`src/rtl/pos_pkt_receiver.sv`:
```
// pos_pkt_receiver
//   Consumer end of the position-cache broadcast stream, one per home cell.
//   Packets whose source cell lies in the home cell's 27-cell neighbourhood
//   (with wrap-around) are tagged with a neighbour slot 0..26 and buffered in
//   a show-ahead FIFO. All other packets are dropped and counted. Once every
//   source has reported done and the FIFO has drained, o_iter_done pulses.
//
// Ports
//   clk, rst         clock, asynchronous active-high reset
//   i_PE_start       one-cycle pulse that starts an iteration (IDLE only)
//   i_home_gcid      home cell {x,y,z}, static during an iteration
//   i_pos_pkt        incoming position packet
//   i_cur_gcid       source cell {x,y,z} of i_pos_pkt
//   i_valid/o_ready  input handshake
//   i_src_done       per-source "finished streaming" pulses
//   o_pkt/o_nb_slot  FIFO head packet and its neighbour slot
//   o_valid/i_ready  output handshake
//   o_iter_done      one-cycle pulse at iteration end
//   o_accept_cnt     packets accepted this iteration (saturating)
//   o_drop_cnt       packets dropped this iteration (saturating)
//   o_debug_state    FSM state: 0 IDLE, 1 RECV, 2 DRAIN, 3 DONE
//
// Handshakes: a transfer happens on a rising edge where valid && ready.
//   The producer holds data stable while valid is high and ready is low.
//   o_ready depends only on registered state, never on i_valid. o_valid
//   depends only on FIFO occupancy, never on i_ready.
module pos_pkt_receiver #(
  parameter int PKT_WIDTH  = 64,
  parameter int GCID_WIDTH = 3,
  parameter int CELLS_X    = 4,
  parameter int CELLS_Y    = 4,
  parameter int CELLS_Z    = 4,
  parameter int FIFO_DEPTH = 16,
  parameter int NUM_SRC    = 8
) (
  input  logic                    clk,
  input  logic                    rst,
  input  logic                    i_PE_start,
  input  logic [3*GCID_WIDTH-1:0] i_home_gcid,
  input  logic [PKT_WIDTH-1:0]    i_pos_pkt,
  input  logic [3*GCID_WIDTH-1:0] i_cur_gcid,
  input  logic                    i_valid,
  output logic                    o_ready,
  input  logic [NUM_SRC-1:0]      i_src_done,
  output logic [PKT_WIDTH-1:0]    o_pkt,
  output logic [4:0]              o_nb_slot,
  output logic                    o_valid,
  input  logic                    i_ready,
  output logic                    o_iter_done,
  output logic [15:0]             o_accept_cnt,
  output logic [15:0]             o_drop_cnt,
  output logic [1:0]              o_debug_state
);

  localparam int GW = GCID_WIDTH;
  localparam int AW = (FIFO_DEPTH > 1) ? $clog2(FIFO_DEPTH) : 1;
  localparam int EW = PKT_WIDTH + 5;

  typedef enum logic [1:0] {
    IDLE  = 2'd0,
    RECV  = 2'd1,
    DRAIN = 2'd2,
    DONE  = 2'd3
  } state_t;

  state_t             state;
  logic [EW-1:0]      mem [FIFO_DEPTH];
  logic [AW-1:0]      wr_ptr;
  logic [AW-1:0]      rd_ptr;
  logic [AW:0]        count;
  logic [NUM_SRC-1:0] done_mask;

  // Per-dimension neighbour test. Result bit 2 = is a neighbour, bits 1:0 =
  // offset + 1. d==1 is tested before d==cells-1 so that with two cells the
  // +1 mapping wins.
  function automatic logic [2:0] dim_map(input logic [GW-1:0] src,
                                         input logic [GW-1:0] home,
                                         input int            cells);
    logic [GW:0] diff;
    int          d;
    logic [2:0]  r;
    diff = {1'b0, src} - {1'b0, home};
    d    = int'(diff) % cells;
    if (d == 0)              r = 3'b101;
    else if (d == 1)         r = 3'b110;
    else if (d == cells - 1) r = 3'b100;
    else                     r = 3'b000;
    return r;
  endfunction

  logic [2:0]    map_x, map_y, map_z;
  logic          is_nb;
  logic [4:0]    slot;
  logic          full, empty;
  logic          hs, push, pop;
  logic [EW-1:0] head;

  assign map_x = dim_map(i_cur_gcid[3*GW-1:2*GW], i_home_gcid[3*GW-1:2*GW], CELLS_X);
  assign map_y = dim_map(i_cur_gcid[2*GW-1:GW],   i_home_gcid[2*GW-1:GW],   CELLS_Y);
  assign map_z = dim_map(i_cur_gcid[GW-1:0],      i_home_gcid[GW-1:0],      CELLS_Z);
  assign is_nb = map_x[2] & map_y[2] & map_z[2];
  assign slot  = {3'b0, map_x[1:0]} * 5'd9 + {3'b0, map_y[1:0]} * 5'd3
               + {3'b0, map_z[1:0]};

  assign full    = (count == (AW+1)'(FIFO_DEPTH));
  assign empty   = (count == '0);
  assign o_ready = (state == RECV) && !full;
  assign hs      = i_valid && o_ready;
  assign push    = hs && is_nb;
  assign pop     = !empty && i_ready;

  // Head is forced to zero while empty so the outputs read 0 after reset
  // even though the storage itself is not reset.
  assign head          = mem[rd_ptr];
  assign o_valid       = !empty;
  assign o_pkt         = empty ? '0 : head[EW-1:5];
  assign o_nb_slot     = empty ? '0 : head[4:0];
  assign o_debug_state = state;

  always_ff @(posedge clk) begin
    if (push) mem[wr_ptr] <= {i_pos_pkt, slot};
  end

  always_ff @(posedge clk or posedge rst) begin
    if (rst) begin
      state        <= IDLE;
      wr_ptr       <= '0;
      rd_ptr       <= '0;
      count        <= '0;
      done_mask    <= '0;
      o_accept_cnt <= '0;
      o_drop_cnt   <= '0;
      o_iter_done  <= 1'b0;
    end else begin
      if (push) wr_ptr <= wr_ptr + 1'b1;
      if (pop)  rd_ptr <= rd_ptr + 1'b1;
      case ({push, pop})
        2'b10:   count <= count + 1'b1;
        2'b01:   count <= count - 1'b1;
        default: ;
      endcase

      if (hs) begin
        if (is_nb) begin
          if (o_accept_cnt != 16'hFFFF) o_accept_cnt <= o_accept_cnt + 16'd1;
        end else begin
          if (o_drop_cnt != 16'hFFFF) o_drop_cnt <= o_drop_cnt + 16'd1;
        end
      end

      o_iter_done <= 1'b0;
      case (state)
        IDLE: begin
          if (i_PE_start) begin
            state        <= RECV;
            done_mask    <= '0;
            o_accept_cnt <= '0;
            o_drop_cnt   <= '0;
          end
        end
        RECV: begin
          done_mask <= done_mask | i_src_done;
          if ((done_mask | i_src_done) == {NUM_SRC{1'b1}}) state <= DRAIN;
        end
        DRAIN: begin
          if (empty) begin
            state       <= DONE;
            o_iter_done <= 1'b1;
          end
        end
        DONE: state <= IDLE;
        default: state <= IDLE;
      endcase
    end
  end

endmodule
```
`config.mk`:
```
export PLATFORM = sky130hd
export DESIGN_NAME = pos_pkt_receiver
export DESIGN_NICKNAME = d
export VERILOG_FILES = /design/src/rtl/pos_pkt_receiver.sv
export SDC_FILE = /design/constraint.sdc
export NUM_CORES = 1
export LEC_CHECK = 0
export ABC_AREA = 1
export CELL_PAD_IN_SITES_DETAIL_PLACEMENT = 1
export CELL_PAD_IN_SITES_GLOBAL_PLACEMENT = 1
export CORE_AREA = 2 2 244 366
export DETAILED_ROUTE_END_ITERATION = 10
export DIE_AREA = 0 0 246 368
export GPL_ROUTABILITY_DRIVEN = 0
export PLACE_DENSITY = 0.83
export SYNTH_ARGS = -nofsm -noshare
export SYNTH_HDL_FRONTEND = slang
export SYNTH_SLANG_ARGS = --single-unit
```
`constraint.sdc`:
```
create_clock -name clk -period 10.8 [get_ports clk]
set_input_delay 2.7 -clock clk [delete_from_list [all_inputs] [get_ports clk]]
set_output_delay 2.7 -clock clk [all_outputs]
set_load 0.02 [all_outputs]
```
==> run summary, run 1 <==
Max Root-Sink Buffers -> 3
FMAX -> 122.6 MHz
Final clock skew -> 31.21 ps
Post-CTS resize count -> 0
Syn-to-layout area delta -> 13.27%
Top cell type's share of synthesized area -> 70.99%
Number of distinct library cells after synthesis -> 36
Status -> finished, final reports clean
Top-count cell post-synth -> edfxtp_1
Busiest layer in global routing -> met2
Pwr Total -> 0.01408 W
Max cap viols -> 0
Reg2reg path depth -> 11
DR vias/cell -> 6.317
Crit path top cell by count -> buf_4
Top FF cell, synth -> edfxtp_1
CTS Hold Bufs -> 0
Final #Nets -> 3866
Chip width -> 246 µm
Reg2reg end -> mem[7][8]$_DFFE_PP_
Die Y -> 368 µm
Number of global-route vias before repair -> 33840
DP Cell Count -> 4789
Drt wl/cell -> 27.44 µm
Starting density of the core -> 53.46%
Hpwl dp -> 70300 µm
WL final -> 136700 µm
Crit Path Class -> register to output port
Synth Area in XOR/XNOR -> 0.3188%
Syn nets -> 3758
Worst Hold Depth -> 2
Top Family by Delay on Critical Path -> buffers and inverters
DRT antenna net count -> 0
# clock sinks -> 1160
Yosys warning count -> 0
VDD IR max -> 0.0001620 V
Synth Cell Area -> 0.04670 mm²
Final setup viols -> 0
Sw Ratio -> 38.14%
Initial antenna violation count -> 3
Clock buffer count from CTS -> 103
Simple-gate share of the synthesized area -> 9.205%
Number of I/O port buffers -> 194
Power Density -> 266.3 mW/mm²
Share of cells above drive strength 1 -> 6.134%
Number of synthesized register bits -> 1160
Final TNS setup -> 0 ps
FF-to-FF setup slack -> 6390 ps
Adder-cell share of the synthesized area -> 0.6644%
Main area contributors after synthesis -> edfxtp_1, nor2_1, o21ai_0
Worst min path class -> register to register
Largest net degree at the start of global routing -> 181
Worst-Margin Slew -> 1155 ps
Internal power -> 0.008712 W
CTS Root Cell -> clkbuf_16
Commonest cells post-synth -> edfxtp_1, nor2_1, o21ai_0, o211ai_1, o21ai_1
Post-synth top area cell -> edfxtp_1
Total global routing overflow -> 0
Combinational share of power -> 36.4%
Synth Instances -> 3640
Met3 Use GR -> 4.235%
First-pass GRT wire length -> 206100 µm
Buffers & Inverters on Critical Path -> 3
Clock share of power -> 26.1%
Clock Latency Late Sink -> 700 ps
Worst hold slack -> 529.1 ps
Main combinational cell family by area after synthesis -> compound AO/OA/AOI/OAI gates
Pins Over Slew Limit -> 0
H-tree lvl count -> 3
Initial DRC Count -> 3072
Post-synth EDFFs -> 1104
Sequential share of the synthesized area -> 73.99%
Total GRT Usage -> 30.33%
Vias -> 31470
Layout fillers -> 8435
Dpl cell area -> 0.04958 mm²
WP data arrival -> 5460 ps
Hold endpoint -> done_mask[0]$_DFFE_PP0P_
Sequence of cells on the critical path -> buf_4 -> buf_4 -> o21ai_0 -> o221ai_1 -> nand3_1 -> a21oi_1 -> clkdlybuf4s50_1
Crit path time final -> 8156 ps
Worst Setup Start Kind -> register
Core area -> 0.08737 mm²
Fraction of registers with async set or reset after synthesis -> 4.828%
Syn Area/Cell -> 12.83 µm²
Final hold vios -> 0
Largest stage delay on the critical path -> 980 ps
Seq pwr share -> 37.5%
Leak -> 17.11 nW
Worst Path Max Fanout -> 95
Rows -> 133
Register clock-pin slew on the reported worst setup and hold paths -> 70 ps
Critical path required time -> 8100 ps
Routing usage on met2 -> 53.13%
Post-synthesis compound-gate area fraction -> 12.80%
RSZ-0062 raised after global routing -> false
Die footprint -> 0.09053 mm²
Kind of end point of the critical path -> output port
Tcrit/Tclk final -> 75.52%
Number of post-CTS setup repair buffers -> 0
CP max-delay cell -> dfrtp_4
TritonRoute pass-1 iters -> 7
Rel. slew slack -> 23.02%
CTS tree -> built
Critical Path Start -> rd_ptr[1]$_DFFE_PP0P_
Boundary Pins -> 201
Remaining DRCs -> 0
Psw -> 0.005372 W
GRT met1 Usage -> 37.44%
Start point of the worst hold path -> done_mask[0]$_DFFE_PP0P_
Reg-to-reg startpoint -> count[1]$_DFFE_PP0P_
Multiplexer share of the synthesized area -> 0%
Post-route cell area -> 0.05290 mm²
Final non-filler cell total -> 4982
## state kept, by name, indices dropped and copies added (netlist names)
signal and count:
o_accept_cnt 16, wr_ptr 4, o_debug_state 2, rd_ptr 4, o_iter_done 1, mem 1104
done_mask 8, o_drop_cnt 16, count 5
## cell type report
class                           count  area (µm²)  share of cell area (%)
Sequential cell                  1160       34570                   65.35
Multi-Input combinational cell   2152       10860                   20.52
Clock buffer                      126        2758                   5.213
Timing Repair Buffer              248        2397                   4.532
Tap cell                         1147        1435                   2.713
Clock inverter                     62       540.5                   1.022
Inverter                           83       334.1                  0.6315
Antenna cell                        4       10.01                 0.01892
## metal layers
layer / part of all wire, % / wire length [µm]
met1: 38 / 51450
met2: 52 / 71350
met3: 6.8 / 9282
met4: 3.4 / 4611
met5: 0 / 0
## through the flow
step	setup WS (ps)	utilization, %
after floorplan	1899	-
after global placement	3400	56.75
after detailed placement	3397	56.75
after CTS	2635	60.53
after global routing	2478	60.55
final	2644	60.55
## layout by cell type (no fill, tap or decap), drive strengths merged
cell,synthesis,layout
a211oi,1,1
a21o,1,1
a21oi,92,92
buf,103,54
bufinv,0,8
clkbuf,142,126
clkdlybuf4s50,0,194
clkinv,2,47
clkinvlp,0,4
dfrtp,56,56
diode,0,4
edfxtp,1104,1104
fa,3,3
ha,20,20
inv,81,86
nand2,140,140
nand3,103,103
nand3b,4,4
nand4,16,16
nor2,815,815
nor3,7,7
nor4,2,2
o211ai,218,218
o21ai,588,588
o21bai,1,1
o221ai,59,59
o22ai,64,64
or2,1,1
xnor2,4,4
xor2,13,13
## power groups by stage
stage	clock network, W	registers [W]	logic (W)
final	0.00367	0.00528	0.00513
after global placement	0	0.00536	0.00478
after floorplan	0	0.00524	0.00318
after CTS	0.00370	0.00527	0.00513
after detailed placement	0	0.00537	0.00501
after global routing	0.00384	0.00529	0.00553
## worst max path at each step
stage	cells after the start	slack [ps]	endpoint
finish	7	2640	o_pkt[37]
detailed placement	7	3400	o_pkt[50]
global placement	7	3400	o_pkt[50]
global route	7	2480	o_pkt[50]
CTS	7	2640	o_pkt[50]
floorplan	11	1900	mem[7][0]$_DFFE_PP_
## worst reg2reg max path, cell delays in order (launching register included)
cell	delay [ps]
dfrtp_1	410
nor2_1	90
nand3_1	200
nand2_1	140
nor2_2	100
buf_4	270
inv_1	130
nor2_4	590
nand2_1	470
nor3_2	250
buf_4	520
buf_4	800
## cells by family after synthesis
| logic type | count (synthesis) |
|---|---|
| DFF | 1160 |
| and+or+nand+nor | 1088 |
| AOI/OAI and AO/OA | 1024 |
| buffers and inverters | 328 |
| adders and majority gates | 23 |
| xor gates and xnor gates | 17 |
Note: power is estimated with default switching activity, not from simulation.
==> inputs of run 2 (changes only) <==
Settings changed: CORE_AREA 2 2 244 366 to 2 2 267 400, DIE_AREA 0 0 246 368 to 0 0 269 402, PLACE_DENSITY 0.83 to 0.74.
Clock period 10.8 ns to 6.67 ns, I/O delays scaled along.
==> run summary, run 2 (same netlist as run 1, synthesis figures left out) <==
Status -> finished, final reports clean
Initial DRC Count -> 2572
Commonest non-fill, non-tap cell in the layout -> edfxtp_1
Max cap viols -> 0
GRT met1 Usage -> 30.63%
Worst min path class -> register to register
Internal power -> 0.01428 W
Clock Latency Late Sink -> 710 ps
Core area -> 0.1050 mm²
Sw Ratio -> 37.47%
Sequence of cells on the critical path -> inv_4 -> buf_4 -> o211ai_1 -> a21oi_1 -> clkdlybuf4s50_1
Top Family by Delay on Critical Path -> buffers and inverters
Remaining DRCs -> 0
Buffers & Inverters on Critical Path -> 3
Crit Path Class -> register to output port
Die footprint -> 0.1081 mm²
Most flops, register -> mem
Max reg flops -> 1104
Number of post-CTS setup repair buffers -> 0
VDD IR max -> 0.0004012 V
RSZ-0062 raised after global routing -> false
Worst Setup Start Kind -> register
Commonest cells after routing, fill and taps aside -> edfxtp_1, nor2_1, o21ai_0
Layout fillers -> 10520
Total GRT Usage -> 24.61%
Final TNS setup -> 0 ps
Seq pwr share -> 37.2%
Clock buffer count from CTS -> 108
Worst slack, placed -> 1241 ps
FMAX -> 170.1 MHz
Post-CTS resize count -> 0
Final clock skew -> 18.64 ps
# clock sinks -> 1160
Crit path time final -> 5878 ps
WP data arrival -> 4210 ps
H-tree lvl count -> 3
Hpwl dp -> 70080 µm
CP max-delay cell -> inv_4
Power Density -> 425.6 mW/mm²
Met3 Use GR -> 4.124%
Rows -> 146
Boundary Pins -> 201
WL final -> 132600 µm
Critical Path Start -> rd_ptr[2]$_DFFE_PP0P_
Initial antenna violation count -> 9
Syn-to-layout area delta -> 14.94%
DRT antenna net count -> 0
Worst hold slack -> 498.8 ps
Worst Path Max Fanout -> 63
CTS tree -> built
Critical path required time -> 5000 ps
Kind of end point of the critical path -> output port
Chip width -> 269 µm
Top flop regs -> mem: 1104 flops, o_accept_cnt: 16 flops, o_drop_cnt: 16 flops
Share of cells above drive strength 1 -> 6.715%
Multi-input logic area -> 0.01086 mm²
Die Y -> 402 µm
TritonRoute pass-1 iters -> 6
Largest net degree at the start of global routing -> 216
Reg-to-reg startpoint -> o_debug_state[1]$_DFFE_PP0P_
Pins Over Slew Limit -> 0
CTS Root Cell -> clkbuf_16
Number of I/O port buffers -> 194
Drt wl/cell -> 25.17 µm
Starting density of the core -> 44.46%
Number of global-route vias before repair -> 32550
Combinational share of power -> 36.1%
Vias -> 30910
Psw -> 0.008558 W
Clock share of power -> 26.7%
Final setup viols -> 0
Fin worst setup slack -> 792.1 ps
DR vias/cell -> 5.868
Tcrit/Tclk final -> 88.12%
Start point of the worst hold path -> done_mask[0]$_DFFE_PP0P_
Largest stage delay on the critical path -> 920 ps
Worst-Margin Slew -> 1167 ps
Max Root-Sink Buffers -> 3
Final hold vios -> 0
Final #Nets -> 3885
Register clock-pin slew on the reported worst setup and hold paths -> 70 ps
Pwr Total -> 0.02284 W
Register area -> 0.03457 mm²
Rel. slew slack -> 21.62%
Leak -> 17.30 nW
Busiest layer in global routing -> met2
First-pass GRT wire length -> 199300 µm
Routing usage on met2 -> 43.16%
CTS Hold Bufs -> 0
Total global routing overflow -> 0
run 2: worst paths after layout:
path / endpoint / slack (ps) / cells after the start
worst min-delay path: done_mask[0]$_DFFE_PP0P_ / 500 / 2
max in group asynchronous: rd_ptr[0]$_DFFE_PP0P_ / 4500 / 3
min in group asynchronous: o_accept_cnt[2]$_DFF_PP0_ / 1240 / 2
worst max-delay path: o_pkt[38] / 790 / 5
worst min register to register: done_mask[0]$_DFFE_PP0P_ / 500 / 2
worst max register to register: mem[13][41]$_DFFE_PP_ / 3130 / 10
run 2: tightest hold or removal path, cell delays in order (launching register included):
cell and delay [ps]:
dfrtp_1 350, nand2_1 60, o21ai_0 60
run 2: routing by layer:
metal / routed length, µm / vias up
met5: 47 / -
met4: 3833 / 8
met1: 52420 / 15950
met2: 68220 / 984
li1: - / 13710
met3: 8100 / 254
run 2: final cells by class:
| cell class | count | share of cell area (%) |
|---|---|---|
| Clock buffer | 133 | 5.308 |
| Tap cell | 1406 | 3.277 |
| Antenna cell | 5 | 0.02331 |
| Clock inverter | 67 | 1.124 |
| Inverter | 83 | 0.6224 |
| Timing Repair Buffer | 262 | 5.012 |
| Sequential cell | 1160 | 64.40 |
| Multi-Input combinational cell | 2152 | 20.24 |
run 2: per-stage QoR:
step / std cells / utilization (%) / instance area (µm²)
final: 5268 / 51.10 / 53680
after global routing: 5265 / 51.10 / 53670
after CTS: 5263 / 51.09 / 53670
after detailed placement: 5063 / 47.80 / 50210
after global placement: 5063 / 47.80 / 50210
after floorplan: 3640 / - / 46710
run 2: power by group through the flow:
stage | registers, W | logic (W) | clock network [W]
6_report | 0.00850 | 0.00824 | 0.00611
5_1_grt | 0.00852 | 0.00898 | 0.00643
3_5_place_dp | 0.00865 | 0.00823 | 0
4_1_cts | 0.00850 | 0.00832 | 0.00619
3_3_place_gp | 0.00863 | 0.00795 | 0
2_1_floorplan | 0.00849 | 0.00515 | 0
